[src/rtl/addsub_result_display_pkg.sv]
// Shared types and constants for the add/sub result display stage.
// FSM encodings, segment patterns and digit-mux codes.
package addsub_result_display_pkg;

    typedef enum logic [1:0] {
        ST_IDLE = 2'd0,
        ST_CONV = 2'd1,
        ST_SHOW = 2'd2
    } state_t;

    // Active-low patterns, bit 0 = segment a, bit 6 = segment g
    localparam logic [6:0] SEG_BLANK = 7'b1111111;
    localparam logic [6:0] SEG_DASH  = 7'b0111111;
    localparam logic [6:0] SEG_E     = 7'b0000110;
    localparam logic [6:0] SEG_0     = 7'b1000000;
    localparam logic [6:0] SEG_1     = 7'b1111001;
    localparam logic [6:0] SEG_2     = 7'b0100100;
    localparam logic [6:0] SEG_3     = 7'b0110000;
    localparam logic [6:0] SEG_4     = 7'b0011001;
    localparam logic [6:0] SEG_5     = 7'b0010010;
    localparam logic [6:0] SEG_6     = 7'b0000010;
    localparam logic [6:0] SEG_7     = 7'b1111000;
    localparam logic [6:0] SEG_8     = 7'b0000000;
    localparam logic [6:0] SEG_9     = 7'b0010000;

    // Codes 0-9 are the decimal digits themselves
    localparam logic [3:0] CODE_BLANK = 4'hA;
    localparam logic [3:0] CODE_DASH  = 4'hB;
    localparam logic [3:0] CODE_E     = 4'hC;

endpackage

[src/rtl/addsub_result_display_if.sv]
// Operand/result capture inputs and display outputs of the result stage.
// master = producer/board side, slave = display stage.
interface addsub_result_display_if;

    logic       load;
    logic       signed_mode;
    logic [3:0] op_a;
    logic [3:0] op_b;
    logic       as;
    logic [3:0] s;
    logic       cout;
    logic [6:0] seg;
    logic [3:0] an;
    logic       dp;
    logic       valid;

    modport master (
        output load, signed_mode, op_a, op_b, as, s, cout,
        input  seg, an, dp, valid
    );

    modport slave (
        input  load, signed_mode, op_a, op_b, as, s, cout,
        output seg, an, dp, valid
    );

endinterface

[src/rtl/addsub_result_display_seg7_decoder.sv]
// Combinational digit-code to active-low seven-segment decoder.
// Codes 0-9 are digits; blank/dash/E use reserved codes.
module seg7_decoder
    import addsub_result_display_pkg::*;
(
    input  logic [3:0] code_i,
    output logic [6:0] seg_o
);

    always_comb begin
        seg_o = SEG_BLANK;
        case (code_i)
            4'd0:      seg_o = SEG_0;
            4'd1:      seg_o = SEG_1;
            4'd2:      seg_o = SEG_2;
            4'd3:      seg_o = SEG_3;
            4'd4:      seg_o = SEG_4;
            4'd5:      seg_o = SEG_5;
            4'd6:      seg_o = SEG_6;
            4'd7:      seg_o = SEG_7;
            4'd8:      seg_o = SEG_8;
            4'd9:      seg_o = SEG_9;
            CODE_DASH: seg_o = SEG_DASH;
            CODE_E:    seg_o = SEG_E;
            default:   seg_o = SEG_BLANK;
        endcase
    end

endmodule

[src/rtl/addsub_result_display.sv]
// Adder/subtractor result capture, BCD conversion and 4-digit scan.
// Optional BLINK_OVF_EN blanks the display periodically on overflow.
module addsub_result_display
    import addsub_result_display_pkg::*;
#(
    parameter int CNT_W = 18
) (
    input  logic                     clk,
    input  logic                     rst,
    addsub_result_display_if.slave   bus
);

    state_t             state_q, state_d;
    logic [CNT_W-1:0]   cnt_q;
    logic               neg_q, neg_d;
    logic               ovf_q, ovf_d;
    logic               mode_q, mode_d;
    logic [4:0]         mag_q, mag_d;
    logic [1:0]         tens_q, tens_d;
    logic [3:0]         ones_q, ones_d;

    logic               cap_neg;
    logic               cap_ovf;
    logic [4:0]         cap_mag;
    logic [4:0]         rem_w;
    logic [1:0]         idx_w;
    logic [3:0]         code_w;
    logic [3:0]         an_w;
    logic               valid_w;
    logic               unused_w;

    assign unused_w = ^{bus.op_a[2:0], bus.op_b[2:0]};

    always_comb begin
        cap_neg = 1'b0;
        cap_ovf = 1'b0;
        cap_mag = {bus.cout, bus.s};
        if (bus.signed_mode) begin
            cap_neg = bus.s[3];
            cap_mag = bus.s[3] ? 5'd16 - {1'b0, bus.s}
                               : {1'b0, bus.s};
            cap_ovf = (bus.op_a[3] == (bus.op_b[3] ^ bus.as))
                   && (bus.s[3] != bus.op_a[3]);
        end else if (bus.as) begin
            cap_neg = ~bus.cout;
            cap_mag = bus.cout ? {1'b0, bus.s}
                               : 5'd16 - {1'b0, bus.s};
        end
    end

    // Remaining work = mag - 10*tens, so no separate work register
    assign rem_w = mag_q - ({tens_q, 3'b000} + {2'b00, tens_q, 1'b0});

    always_comb begin
        state_d = state_q;
        neg_d   = neg_q;
        ovf_d   = ovf_q;
        mode_d  = mode_q;
        mag_d   = mag_q;
        tens_d  = tens_q;
        ones_d  = ones_q;
        unique case (state_q)
            ST_IDLE, ST_SHOW: begin
                if (bus.load) begin
                    neg_d   = cap_neg;
                    ovf_d   = cap_ovf;
                    mode_d  = bus.signed_mode;
                    mag_d   = cap_mag;
                    tens_d  = 2'd0;
                    ones_d  = 4'd0;
                    state_d = ST_CONV;
                end
            end
            ST_CONV: begin
                if (rem_w >= 5'd10) begin
                    tens_d = tens_q + 2'd1;
                end else begin
                    ones_d  = rem_w[3:0];
                    state_d = ST_SHOW;
                end
            end
            default: state_d = ST_IDLE;
        endcase
    end

    always_ff @(posedge clk) begin
        if (rst) begin
            state_q <= ST_IDLE;
            cnt_q   <= '0;
            neg_q   <= 1'b0;
            ovf_q   <= 1'b0;
            mode_q  <= 1'b0;
            mag_q   <= 5'd0;
            tens_q  <= 2'd0;
            ones_q  <= 4'd0;
        end else begin
            state_q <= state_d;
            cnt_q   <= cnt_q + {{(CNT_W-1){1'b0}}, 1'b1};
            neg_q   <= neg_d;
            ovf_q   <= ovf_d;
            mode_q  <= mode_d;
            mag_q   <= mag_d;
            tens_q  <= tens_d;
            ones_q  <= ones_d;
        end
    end

    assign valid_w = (state_q == ST_SHOW);
    assign idx_w   = cnt_q[CNT_W-1:CNT_W-2];

    always_comb begin
        code_w = CODE_DASH;
        if (valid_w) begin
            unique case (idx_w)
                2'd3: code_w = neg_q ? CODE_DASH : CODE_BLANK;
                2'd2: code_w = (ovf_q && mode_q) ? CODE_E : CODE_BLANK;
                2'd1: code_w = (tens_q == 2'd0) ? CODE_BLANK
                                                : {2'b00, tens_q};
                default: code_w = ones_q;
            endcase
        end
    end

`ifdef BLINK_OVF_EN
    logic [3:0] blink_q;

    always_ff @(posedge clk) begin
        if (rst) begin
            blink_q <= 4'd0;
        end else if (&cnt_q) begin
            blink_q <= blink_q + 4'd1;
        end
    end

    always_comb begin
        an_w = ~(4'b0001 << idx_w);
        if (valid_w && ovf_q && blink_q[3]) begin
            an_w = 4'b1111;
        end
    end
`else
    assign an_w = ~(4'b0001 << idx_w);
`endif

    seg7_decoder u_dec (
        .code_i (code_w),
        .seg_o  (bus.seg)
    );

    assign bus.an    = an_w;
    assign bus.dp    = 1'b1;
    assign bus.valid = valid_w;

endmodule

[src/flat_wrapper.sv]
// flat-port wrapper written by rule: the top's interface ports become plain ports
module addsub_result_display_flat import addsub_result_display_pkg::*;
#(
    parameter int CNT_W = 18
)
  (clk, rst, bus_load, bus_signed_mode, bus_op_a, bus_op_b, bus_as, bus_s, bus_cout, bus_seg, bus_an, bus_dp, bus_valid);
  addsub_result_display_if bus_i ();
  input  logic clk;
  input  logic rst;
  input wire logic [$bits(bus_i.load)-1:0] bus_load;
  input wire logic [$bits(bus_i.signed_mode)-1:0] bus_signed_mode;
  input wire logic [$bits(bus_i.op_a)-1:0] bus_op_a;
  input wire logic [$bits(bus_i.op_b)-1:0] bus_op_b;
  input wire logic [$bits(bus_i.as)-1:0] bus_as;
  input wire logic [$bits(bus_i.s)-1:0] bus_s;
  input wire logic [$bits(bus_i.cout)-1:0] bus_cout;
  output wire logic [$bits(bus_i.seg)-1:0] bus_seg;
  output wire logic [$bits(bus_i.an)-1:0] bus_an;
  output wire logic [$bits(bus_i.dp)-1:0] bus_dp;
  output wire logic [$bits(bus_i.valid)-1:0] bus_valid;
  assign bus_i.load = bus_load;
  assign bus_i.signed_mode = bus_signed_mode;
  assign bus_i.op_a = bus_op_a;
  assign bus_i.op_b = bus_op_b;
  assign bus_i.as = bus_as;
  assign bus_i.s = bus_s;
  assign bus_i.cout = bus_cout;
  assign bus_seg = bus_i.seg;
  assign bus_an = bus_i.an;
  assign bus_dp = bus_i.dp;
  assign bus_valid = bus_i.valid;
  addsub_result_display #(.CNT_W(CNT_W)) u_core (.clk(clk), .rst(rst), .bus(bus_i));
endmodule
[config.mk]
export PLATFORM = sky130hd
export DESIGN_NAME = addsub_result_display_flat
export DESIGN_NICKNAME = d
export VERILOG_FILES = /design/src/rtl/addsub_result_display_pkg.sv /design/src/rtl/addsub_result_display_if.sv /design/src/rtl/addsub_result_display_seg7_decoder.sv /design/src/rtl/addsub_result_display.sv /design/src/flat_wrapper.sv
export SDC_FILE = /design/constraint.sdc
export NUM_CORES = 1
export LEC_CHECK = 0
export CAP_MARGIN = 20
export CORE_UTILIZATION = 45
export DETAILED_ROUTE_END_ITERATION = 6
export GPL_ROUTABILITY_DRIVEN = 0
export PLACE_DENSITY = 0.68
export RECOVER_POWER = 25
export SYNTH_ARGS = -nofsm -noshare
export SYNTH_HDL_FRONTEND = slang
export SYNTH_SLANG_ARGS = --single-unit
export TNS_END_PERCENT = 50
[constraint.sdc]
create_clock -name clk -period 2.7 [get_ports clk]
set_clock_uncertainty 0.1 [all_clocks]
set_input_delay 0.54 -clock clk [delete_from_list [all_inputs] [get_ports clk]]
set_output_delay 0.54 -clock clk [all_outputs]
set_load 0.03 [all_outputs]
# [Word level (Yosys, flattened, before mapping)]
# Memory sizes are Yosys's and may differ from the RTL's.
# Index checks and enable logic that the tools add are counted.
[totals] out_inout_bits=13 register_bits=34 mem_bits_ro=112 memories=1
[classes] add_sub_neg=5 reduce_logical=10 magnitude_cmp=1 muxes=21 eq_ne=10 n_shift=1 n_bitwise=3
[memory_table] memory="(name not given)" words=16 width=7 read_ports=1 rd_clocked_by_memory_dff=0 write_ports=0 line_no="addsub_result_display_seg7_decoder.sv:12" rtl="case (code_i)"
[op_table] cell="5-bit 2-to-1 mux" n=4
[op_table] cell="18-bit by 1-bit adder with 18-bit output (second input constant)" n=1
[op_table] cell="4-bit 2-to-1 mux" n=4
[op_table] cell="4-bit case mux with 3 select lines" n=1
[op_table] cell="2-bit 2-to-1 mux" n=4
[op_table] cell="2-bit case mux with 2 select lines" n=2
[op_table] cell="4-bit case mux with 2 select lines" n=1
[op_table] cell="2-bit equality test (second input constant)" n=3
[op_table] cell="3-bit AND reduction" n=2
[op_table] cell="5-bit by 3-bit adder with 5-bit output" n=1
[op_table] cell="5-bit by 4-bit >= comparator with 1-bit output (second input constant)" n=1
[op_table] cell="5-bit by 4-bit subtractor with 5-bit output (first input constant)" n=1
[op_table] cell="5-bit subtractor" n=1
[op_table] cell="2-bit by 1-bit equality test with 1-bit output (second input constant)" n=2
[op_table] cell="2-bit zero test" n=2
[op_table] cell="1-bit 2-to-1 mux" n=4
[op_table] cell="2-bit != test (second input constant)" n=2
[op_table] cell="4-bit NOT" n=1
[op_table] cell="2-bit AND reduction" n=2
[op_table] cell="1-bit by 2-bit << shifter with 4-bit output (first input constant)" n=1
[op_table] cell="3-bit 2-to-1 mux" n=1
[op_table] cell="2-bit by 1-bit adder with 2-bit output (second input constant)" n=1
[op_table] cell="1-bit logical AND" n=2
[op_table] cell="2-bit by 1-bit != test with 1-bit output (second input constant)" n=1
[op_table] cell="6 further kinds" n=6

# [Logic depth before layout (Yosys ltp)]
# Gate-level depths: netlist (run 1).
[depth] word_depth=5 mapped_depth=10 depth_no_buf=10

# [Hierarchy]
# From an unflattened synthesis (run 1), not the netlist that was laid out.
[hier_totals] cells_unflattened=258 hier_area_um2=2089.5
[by_module_without_submodules] module="addsub_result_display" n_inst=1 cells_per_inst=224 seq_area_each_um2=680.7 area_each_um2=1838.0
[by_module_without_submodules] module="seg7_decoder" n_inst=1 cells_per_inst=34 seq_area_each_um2=0.0 area_each_um2=251.5

# [Worst setup path before layout (run 1)]
# No wires, ideal clock.
[synth_path] path_type="register to output" from="register u_core.tens_q[0]" to="output bus_seg[2]" stages_incl_launch_ff=9 t_required_ps=2060 arrival_ps=2084 setup_slack_ps=-24 path_buffers=1 path_cell_list="dfxtp_1 inv_1 ha_1 mux2_1 or3_1 buf_2 nand3_1 o21ai_1 a21oi_1"
[synth_via] elab_chain_len=5
[synth_rtl] element="from (decl)" line_no="addsub_result_display.sv:19" rtl="logic [1:0] tens_q, tens_d;"
[synth_rtl] element="from (signal assigned)" line_no="addsub_result_display.sv:103" rtl="tens_q <= tens_d;"
[synth_rtl] element="2-bit zero test" line_no="addsub_result_display.sv:117" rtl="2'd1: code_w = (tens_q == 2'd0) ? CODE_BLANK"
[synth_rtl] element="4-bit 2-to-1 mux *" line_no="addsub_result_display.sv:117"
[synth_rtl] element="4-bit case mux with 3 select lines *" line_no="addsub_result_display.sv:114" rtl="unique case (idx_w)"
[synth_rtl] element="4-bit 2-to-1 mux *" line_no="addsub_result_display.sv:113" rtl="if (valid_w) begin"
[synth_rtl] element="memory read 16 x 7 bit *"
[synth_rtl] element="to (decl)" line_no="flat_wrapper.sv:17" rtl="output wire logic [$bits(bus_i.seg)-1:0] bus_seg;"
# Mark *: on every way between the ends. The rest lies on a longest branch, timed or not.

# [Worst setup path after layout (run 1)]
[layout_path] from="register u_core.tens_q[0]" to="output bus_seg[6]"
# Same word-level chain as after synthesis.

==> flow_summary.ini, run 1 <==
[layout]
n_antenna_cell = 0
fillers = 394
drive_gt1_share_pct = 24.0
final_cell_mix = 32 x nor2_1, 31 x dfxtp_1, 30 x buf_4
area_growth_pct = 31.4
layout.nets = 338
final_common_cell = nor2_1

[routing]
drc = 0
dr.pass1.iters = 4
route.detailed.wl_per_inst_um = 10.9
drt_iter0_drc = 51
wl_mm = 3.88
vias_per_cell = 5.05
ant_nets = 0
via_count = 1797

[synthesis]
syn_nets = 286
seq_area_frac_synth_pct = 32.8
postSynthAreaPerCell_um2 = 8.23
synth_top_area_share_pct = 32.8
ys_seq_elements = 34
ys_types = 42
ys_warn_count = 0
synthesis.area_mm2 = 0.00207
synth_area_leaders = dfxtp_1 33%, ha_1 9.7%, nor2_1 6.0%
yosysTopAreaCell = dfxtp_1
synth_cells = 252

[worst_setup_path]
critPathKind = reg -> out
cp_data_arrival_time_ns = 2.23
setup.worst_path.start_class = flop
cp_max_fo = 3
startpoint = u_core.tens_q[0]
endpoint_kind = primary output
rr_startpoint = u_core.tens_q[0]
required_ns = 2.06

[power]
clockPowerShare_pct = 29.6
power.sequential.fraction_pct = 45.3
powerDensity_mw_per_mm2 = 429
ir_drop_uv = 207
total_power_mw = 1.17
p_sw_share_pct = 28.9
power.leakage_nw = 1.15
switching_power_uw = 338
pwr-share-comb_pct = 25.1
p_int_uw = 831

[global_routing]
globalRouteMet1Util_pct = 20.9
top_usage_layer = met2
grt.total_usage_pct = 17.9
antenna_found_initial = 0
grt_pass1_vias = 1723
met3_usage_pct = 3.46
grt_pass1_wl_mm = 7.18
grt_start_max_net_pins = 25
overflow = 0
use_met2_pct = 32.5

[sta]
fin_tns_setup_ns = -0.409
maxSlewViolCount = 0
grt_setup_unrepaired = yes
max-slew-margin-rel_pct = 32.7
setup_ws_ns = -0.170
setup_viol_count_final = 5
tightest_slew_ns = 1.01
min_period_ns = 2.87
fmax_mhz = 348
period_share_pct = 106
hold_violations = 0
holdWs_ns = 0.353

[status]
status = finished with violations
failed_checks = setup timing

[worst_hold_path]
hp-class = reg -> reg
worstHoldStart = u_core.mag_q[3]

[clocking]
htreeDepth = 2
cts-root-buf = clkbuf_8
numCtsBuffers = 5
cts_tree = done
clk_path_buf_depth = 2
clkTransAtPathRegs_ns = 0.07
clk_latency_ns = 0.28
cts_sinks = 34
cts_hold_buf = 0

[floorplanning]
die-area_mm2 = 0.00488
start_util_pct = 47.3
coreArea_mm2 = 0.00438
pin_count = 31
die_y_um = 69.9
die_w_um = 69.9
fp-row-count = 24

[job]
drv_cap = 0

[placement]
dpl.hpwl_mm = 2.96
port-buffer-count = 23
-- cell usage after synthesis --
cell type / count
dfxtp_1: 34
nor2_1: 33
nand2_1: 27
ha_1: 16
inv_1: 14
xor2_1: 13
a21oi_1: 12
mux2i_1: 12
xnor2_1: 10
nand2b_1: 8
nand3_1: 8
nor2b_1: 6
o21ai_1: 5
or3_1: 5
clkbuf_1: 4
nand4_1: 4
a211oi_1: 3
and3_1: 3
buf_2: 3
mux2_1: 3
nor3_1: 3
o21ai_0: 3
nand3b_1: 2
o22ai_1: 2
or2_2: 2
a21o_1: 1
a21oi_2: 1
a2bb2oi_1: 1
a311oi_2: 1
a31oi_1: 1
and4_1: 1
and4bb_1: 1
buf_1: 1
buf_4: 1
conb_1: 1
inv_2: 1
mux2_2: 1
nor3_2: 1
o21ba_1: 1
o21bai_2: 1
o22ai_2: 1
o31ai_1: 1
-- final cells by class --
| type | count | area (µm²) | area share [%] |
|---|---|---|---|
| clock inverters | 2 | 10.0 | 0.367 |
| flip-flops and latches | 34 | 684 | 25.1 |
| inverters | 15 | 58.8 | 2.16 |
| well taps | 52 | 65.1 | 2.39 |
| clock buffers | 5 | 68.8 | 2.53 |
| repair buffers | 54 | 454 | 16.7 |
| multi-input cells | 194 | 1380 | 50.8 |
-- kinds of logic (layout without fill, tap and decap cells) --
kind of cell,Yosys count,count (layout),synth area share (%)
flip-flops,34,34,32.8
buffers and inverters,24,76,4.71
XOR/XNOR,23,23,9.72
AND/OR/NAND/NOR,104,104,24.2
other,1,1,0.181
multiplexers,16,16,7.97
adder cells (fa/ha/maj),16,16,9.66
AO/OA/AOI/OAI,34,34,10.7
-- path summary, 6_finish.rpt --
| path | endpoint | slack, ns | cells after the start |
|---|---|---|---|
| setup / recovery | bus_seg[6] | -0.17 | 9 |
| hold / removal | u_core.mag_q[3] | 0.35 | 2 |
| setup reg to reg | u_core.tens_q[0] | 0.46 | 8 |
| hold reg to reg | u_core.mag_q[3] | 0.35 | 2 |
-- registers in the layout, summed over array words and instances, names as in the netlist --
| name | count |
|---|---|
| u_core.cnt_q | 18 |
| u_core.mag_q | 5 |
| u_core.mode_q | 1 |
| u_core.neg_q | 1 |
| u_core.ones_q | 4 |
| u_core.ovf_q | 1 |
| u_core.state_q | 2 |
| u_core.tens_q | 2 |
-- through the flow --
| stage | setup slack, ns | instances | cell area [µm²] | util (%) |
|---|---|---|---|---|
| floorplan | -0.00335 | 252 | 2080 | - |
| global placement | -0.172 | 345 | 2520 | 57.4 |
| detailed placement | -0.221 | 345 | 2520 | 57.4 |
| CTS | -0.163 | 355 | 2710 | 61.9 |
| global route | -0.257 | 356 | 2720 | 62.1 |
| finish | -0.170 | 356 | 2720 | 62.1 |
-- critical path, cell delays in order, from the launching register on --
cell	delay (ns)
dfxtp_2	0.34
inv_2	0.05
ha_4	0.16
buf_6	0.10
mux2_4	0.24
or3_4	0.35
mux2_4	0.28
a2bb2oi_2	0.16
o22ai_2	0.12
buf_6	0.15
-- power groups by stage --
stage / Combinational (mW) / Sequential [mW] / Clock [mW]
CTS: 0.294 / 0.529 / 0.354
detailed placement: 0.275 / 0.540 / 0
finish: 0.293 / 0.529 / 0.346
global route: 0.325 / 0.531 / 0.377
floorplan: 0.174 / 0.539 / 0
global placement: 0.272 / 0.540 / 0
-- timing repair --
item,CTS,global route
buffers inserted,3,1
setup endpoints to repair,7,7
resized for setup,27,8
pin swaps,10,5
-- metal layers --
| layer | routed length (µm) | vias up |
|---|---|---|
| met1 | 1820 | 814 |
| met3 | 104 | 7 |
| met5 | 0 | - |
| li1 | - | 947 |
| met4 | 48 | 0 |
| met2 | 1910 | 29 |
Power figures use the tool's default switching activity.
==> inputs of run 2 (changes only) <==
CAP_MARGIN = 10   (was 20)
GPL_TIMING_DRIVEN = 1   (was unset)
SKIP_LAST_GASP = 1   (was unset)
==> run 2 against run 1 <==
The flow still finishes with violations (setup timing). Critical endpoint unchanged. Combinational power is essentially flat. Setup slack improved by 0.016 ns. Largest power group unchanged. Final cell count is 0.28% lower. First-iteration DRC count is 29% higher. Critical path type unchanged.
==> flow_summary.ini, run 2 (same netlist as run 1, synthesis figures left out) <==
[job]
drv_cap = 0

[worst_setup_path]
cp_max_fo = 3
required_ns = 2.06
cp_data_arrival_time_ns = 2.21
critPathKind = reg -> out
endpoint_kind = primary output
critPathSlowestCell = dfxtp_2
slowest_delay_ns = 0.35
setup.worst_path.start_class = flop
crit_family = multiplexers
crit_chain = inv_4 > ha_4 > buf_6 > mux2_4 > or3_4 > mux2_4 > a2bb2oi_2 > o22ai_2 > buf_6
crit_buf_inv = 3

[sta]
maxSlewViolCount = 0
min_period_ns = 2.85
max-slew-margin-rel_pct = 32.8
tightest_slew_ns = 1.01
grt_setup_unrepaired = yes
hold_violations = 0
setup_viol_count_final = 6
setup_ws_ns = -0.154
fmax_mhz = 350
period_share_pct = 106

[floorplanning]
coreArea_mm2 = 0.00438
die_w_um = 69.9
start_util_pct = 47.3
die_y_um = 69.9
die-area_mm2 = 0.00488
fp-row-count = 24
pin_count = 31

[global_routing]
grt.total_usage_pct = 17.7
grt_pass1_wl_mm = 7.10
grt_pass1_vias = 1704
overflow = 0
antenna_found_initial = 0
grt_start_max_net_pins = 25

[clocking]
cts_sinks = 34
cts_hold_buf = 0
clk_path_buf_depth = 2
clk_latency_ns = 0.28
numCtsBuffers = 5
clkTransAtPathRegs_ns = 0.06
cts-root-buf = clkbuf_8
cts_tree = done
htreeDepth = 2

[placement]
place_inst = 345
dpl.hpwl_mm = 2.96
port-buffer-count = 23
pre_cts_slack_ns = -0.221
placed_area_mm2 = 0.00252

[layout]
n_antenna_cell = 0
stdcell_area_mm2 = 0.00271
fin_cells = 355
largest_reg_flops = 18
regMostFlops = u_core.cnt_q
drive_gt1_share_pct = 23.4
layout.nets = 337
area_growth_pct = 30.8
fillers = 392
final_core_util_pct = 61.8
final_cell_mix = 32 x nor2_1, 32 x buf_4, 30 x dfxtp_1
largestRegisters = u_core.cnt_q (18), u_core.mag_q (5), u_core.ones_q (4)

[routing]
drt_iter0_drc = 66
wl_mm = 3.82
drc = 0
vias_per_cell = 5.05
ant_nets = 0
dr.pass1.iters = 4
via_count = 1794
route.detailed.wl_per_inst_um = 10.8

[power]
power.leakage_nw = 1.14
ir_drop_uv = 206
powerDensity_mw_per_mm2 = 430
total_power_mw = 1.16

[worst_hold_path]
hp-class = reg -> reg

[status]
failed_checks = setup timing
status = finished with violations
run 2: changes by cell type in the layout (fill, tap and decap cells not counted), sizes merged:
cell,before,now
buf,36,35
run 2: worst paths after layout:
kind                         start               end  slack [ns]  cells past startpoint
setup / recovery  u_core.tens_q[1]        bus_seg[6]       -0.15                      9
hold / removal     u_core.mag_q[3]   u_core.mag_q[3]        0.35                      2
setup reg to reg  u_core.tens_q[0]  u_core.tens_q[0]        0.47                      8
hold reg to reg    u_core.mag_q[3]   u_core.mag_q[3]        0.35                      2
run 2: repair_timing:
action | in CTS | in global routing
buffers inserted | 3 | 1
gates resized for setup | 15 | 17
setup endpoints to repair | 7 | 7
pin swaps | 7 | 8
hold endpoints to repair | 0 | 0
run 2: final cells by class:
class                           count  area, µm²  share of cell area, %
Tap cell                           52       65.1                   2.40
Clock buffer                        5       68.8                   2.54
Inverter                           15       58.8                   2.17
Multi-Input combinational cell    194       1390                   51.2
Timing Repair Buffer               53        435                   16.1
Clock inverter                      2       10.0                  0.369
Sequential cell                    34        686                   25.3
run 2: routing by layer:
layer  vias up  share of wire [%]  global-route usage (%)
li1        946                  -                       -
met1       810                 46                    20.9
met2        31                 50                    31.8
met3         7                2.8                    3.46
met4         0                1.3                    5.78
met5         -                  0                       0
run 2: where the power goes:
| part | internal, mW | total (mW) | switching [mW] |
|---|---|---|---|
| combinational | 0.138 | 0.290 | 0.152 |
| clock | 0.173 | 0.345 | 0.173 |
| sequential | 0.518 | 0.530 | 0.0116 |
run 2: tightest hold or removal path: cells and delay by family, from the launching register on:
family             cells  cell delay (ns)
DFF                    1             0.31
AOI/OAI and AO/OA      1             0.05
and+or+nand+nor        1             0.05
run 2: metrics by stage:
step           TNS [ns]  hold slack, ns
6_report         -0.384           0.353
5_1_grt           -1.20           0.389
4_1_cts           -1.09           0.356
3_5_place_dp     -0.235           0.347
3_3_place_gp     -0.172           0.342
2_1_floorplan  -0.00335           0.330
==> inputs of run 3 (changes only) <==
DONT_BUFFER_PORTS = 1   (was unset)
PLACE_DENSITY = unset   (was 0.68)
RECOVER_POWER = 100   (was 25)
==> run 3 against run 2 <==
The run still ends with setup timing left. Sequential power about the same. Total power up 4.6%. Utilization down 6.3 points. Largest power group unchanged.
==> flow_summary.ini, run 3 (same netlist as run 1, synthesis figures left out) <==
[status]
status = finished with violations
failed_checks = setup timing

[worst_setup_path]
endpoint_kind = primary output
rr_endpoint = u_core.tens_q[0]
reg2reg_depth = 8
rr_startpoint = u_core.tens_q[0]
cp_max_fo = 3
setup.worst_path.start_class = flop
critPathKind = reg -> out
startpoint = u_core.tens_q[1]
rrSetupSlack_ns = 0.48
cp_data_arrival_time_ns = 2.12
required_ns = 2.06
cp-endpoint = bus_seg[6]

[placement]
place_inst = 311
dpl.hpwl_mm = 2.72
placed_area_mm2 = 0.00222
port-buffer-count = 0

[layout]
final_common_cell = nor2_1
largest_reg_flops = 18
final_cell_mix = 32 x nor2_1, 30 x dfxtp_1, 26 x nand2_1
regMostFlops = u_core.cnt_q
fin_cells = 323
drive_gt1_share_pct = 20.7
area_growth_pct = 17.6
stdcell_area_mm2 = 0.00244
largestRegisters = u_core.cnt_q (18), u_core.mag_q (5), u_core.ones_q (4)
layout.nets = 304
n_antenna_cell = 0

[sta]
holdWs_ns = 0.214
period_share_pct = 102
hold_violations = 0
grt_setup_unrepaired = yes
tightest_slew_ns = 0.699
max-slew-margin-rel_pct = 53.0
min_period_ns = 2.76
setup_viol_count_final = 5
fmax_mhz = 362
maxSlewViolCount = 0
setup_ws_ns = -0.0615

[floorplanning]
die_w_um = 69.9
die-area_mm2 = 0.00488
fp-row-count = 24
coreArea_mm2 = 0.00438
start_util_pct = 47.3
die_y_um = 69.9
pin_count = 31

[global_routing]
antenna_found_initial = 0
met3_usage_pct = 4.62
top_usage_layer = met2
grt_pass1_vias = 1540
overflow = 0
grt.total_usage_pct = 17.5
grt_start_max_net_pins = 37
globalRouteMet1Util_pct = 22.4
grt_pass1_wl_mm = 6.82
use_met2_pct = 27.9

[routing]
ant_nets = 0
drc = 0
drt_iter0_drc = 63
vias_per_cell = 5.04
dr.pass1.iters = 4
route.detailed.wl_per_inst_um = 11.9
via_count = 1628
wl_mm = 3.86

[worst_hold_path]
hp-class = in -> reg
worstHoldStart = rst

[power]
ir_drop_uv = 299
p_sw_share_pct = 26.8
powerDensity_mw_per_mm2 = 500
power.sequential.fraction_pct = 43.6
power.leakage_nw = 1.01
switching_power_uw = 327
p_int_uw = 892
total_power_mw = 1.22
clockPowerShare_pct = 37.2
pwr-share-comb_pct = 19.2

[clocking]
clk_latency_ns = 0.28
clk_path_buf_depth = 2
htreeDepth = 2
cts_tree = done
cts-root-buf = clkbuf_8
clkTransAtPathRegs_ns = 0.07
cts_hold_buf = 0
numCtsBuffers = 5
cts_sinks = 34

[job]
drv_cap = 0
==> run 3: cell types whose count changed in the layout (fill, tap and decap cells not counted), sizes merged <==
cell and delta:
buf -17, bufinv +1, clkdlybuf4s50 -15, dlygate4sd3 -1
==> run 3: layer usage <==
metal	part of all wire [%]	routed length, µm
met1	48	1850
met3	4.4	168
met4	2.1	80
met2	46	1760
met5	0	0
==> run 3: worst max-delay path: stages (launching register included) <==
cell and delay, ns:
dfxtp_2 0.34, inv_2 0.05, ha_4 0.15, mux2_4 0.24, or3_4 0.38, mux2_4 0.27, a2bb2oi_2 0.16, o22ai_2 0.10
buf_6 0.15
==> run 3: worst min path at each step <==
stage	endpoint	slack (ns)	cells past startpoint
after CTS	u_core.ovf_q	0.21	1
after floorplan	u_core.cnt_q[0]	0.33	1
after global placement	u_core.mode_q	0.34	2
after detailed placement	u_core.mode_q	0.34	2
after global routing	u_core.mag_q[3]	0.21	1
final	u_core.cnt_q[17]	0.21	1
==> run 3: power groups by stage <==
stage / clock [mW] / combinational [mW] / sequential (mW)
after floorplan: 0 / 0.174 / 0.539
after global placement: 0 / 0.216 / 0.541
after detailed placement: 0 / 0.217 / 0.541
after CTS: 0.467 / 0.233 / 0.531
after global routing: 0.495 / 0.258 / 0.533
final: 0.454 / 0.234 / 0.532
==> run 3: through the flow <==
step | setup TNS [ns] | worst slack [ns] | util [%]
2_1_floorplan | -0.00335 | -0.00335 | -
3_3_place_gp | 0 | 0.0553 | 50.7
3_5_place_dp | 0 | 0.00591 | 50.7
4_1_cts | -0.518 | -0.0945 | 55.4
5_1_grt | -0.991 | -0.166 | 55.6
6_report | -0.134 | -0.0615 | 55.6
==> run 3: layout make-up <==
type                            instances  area [µm²]
Clock buffer                            5        68.8
Tap cell                               52        65.1
Clock inverter                          3        40.0
Sequential cell                        34         686
Fill cell                             419        1950
Timing Repair Buffer                   20         150
Inverter                               15        56.3
Multi-Input combinational cell        194        1370
==> run 3: timing repair <==
| action | 4_1_cts | 5_1_grt |
|---|---|---|
| resized for setup | 18 | 8 |
| gates cloned | 0 | 0 |
| buffers inserted | 5 | 0 |
| pin swaps | 9 | 1 |
| setup endpoints to repair | 7 | 7 |
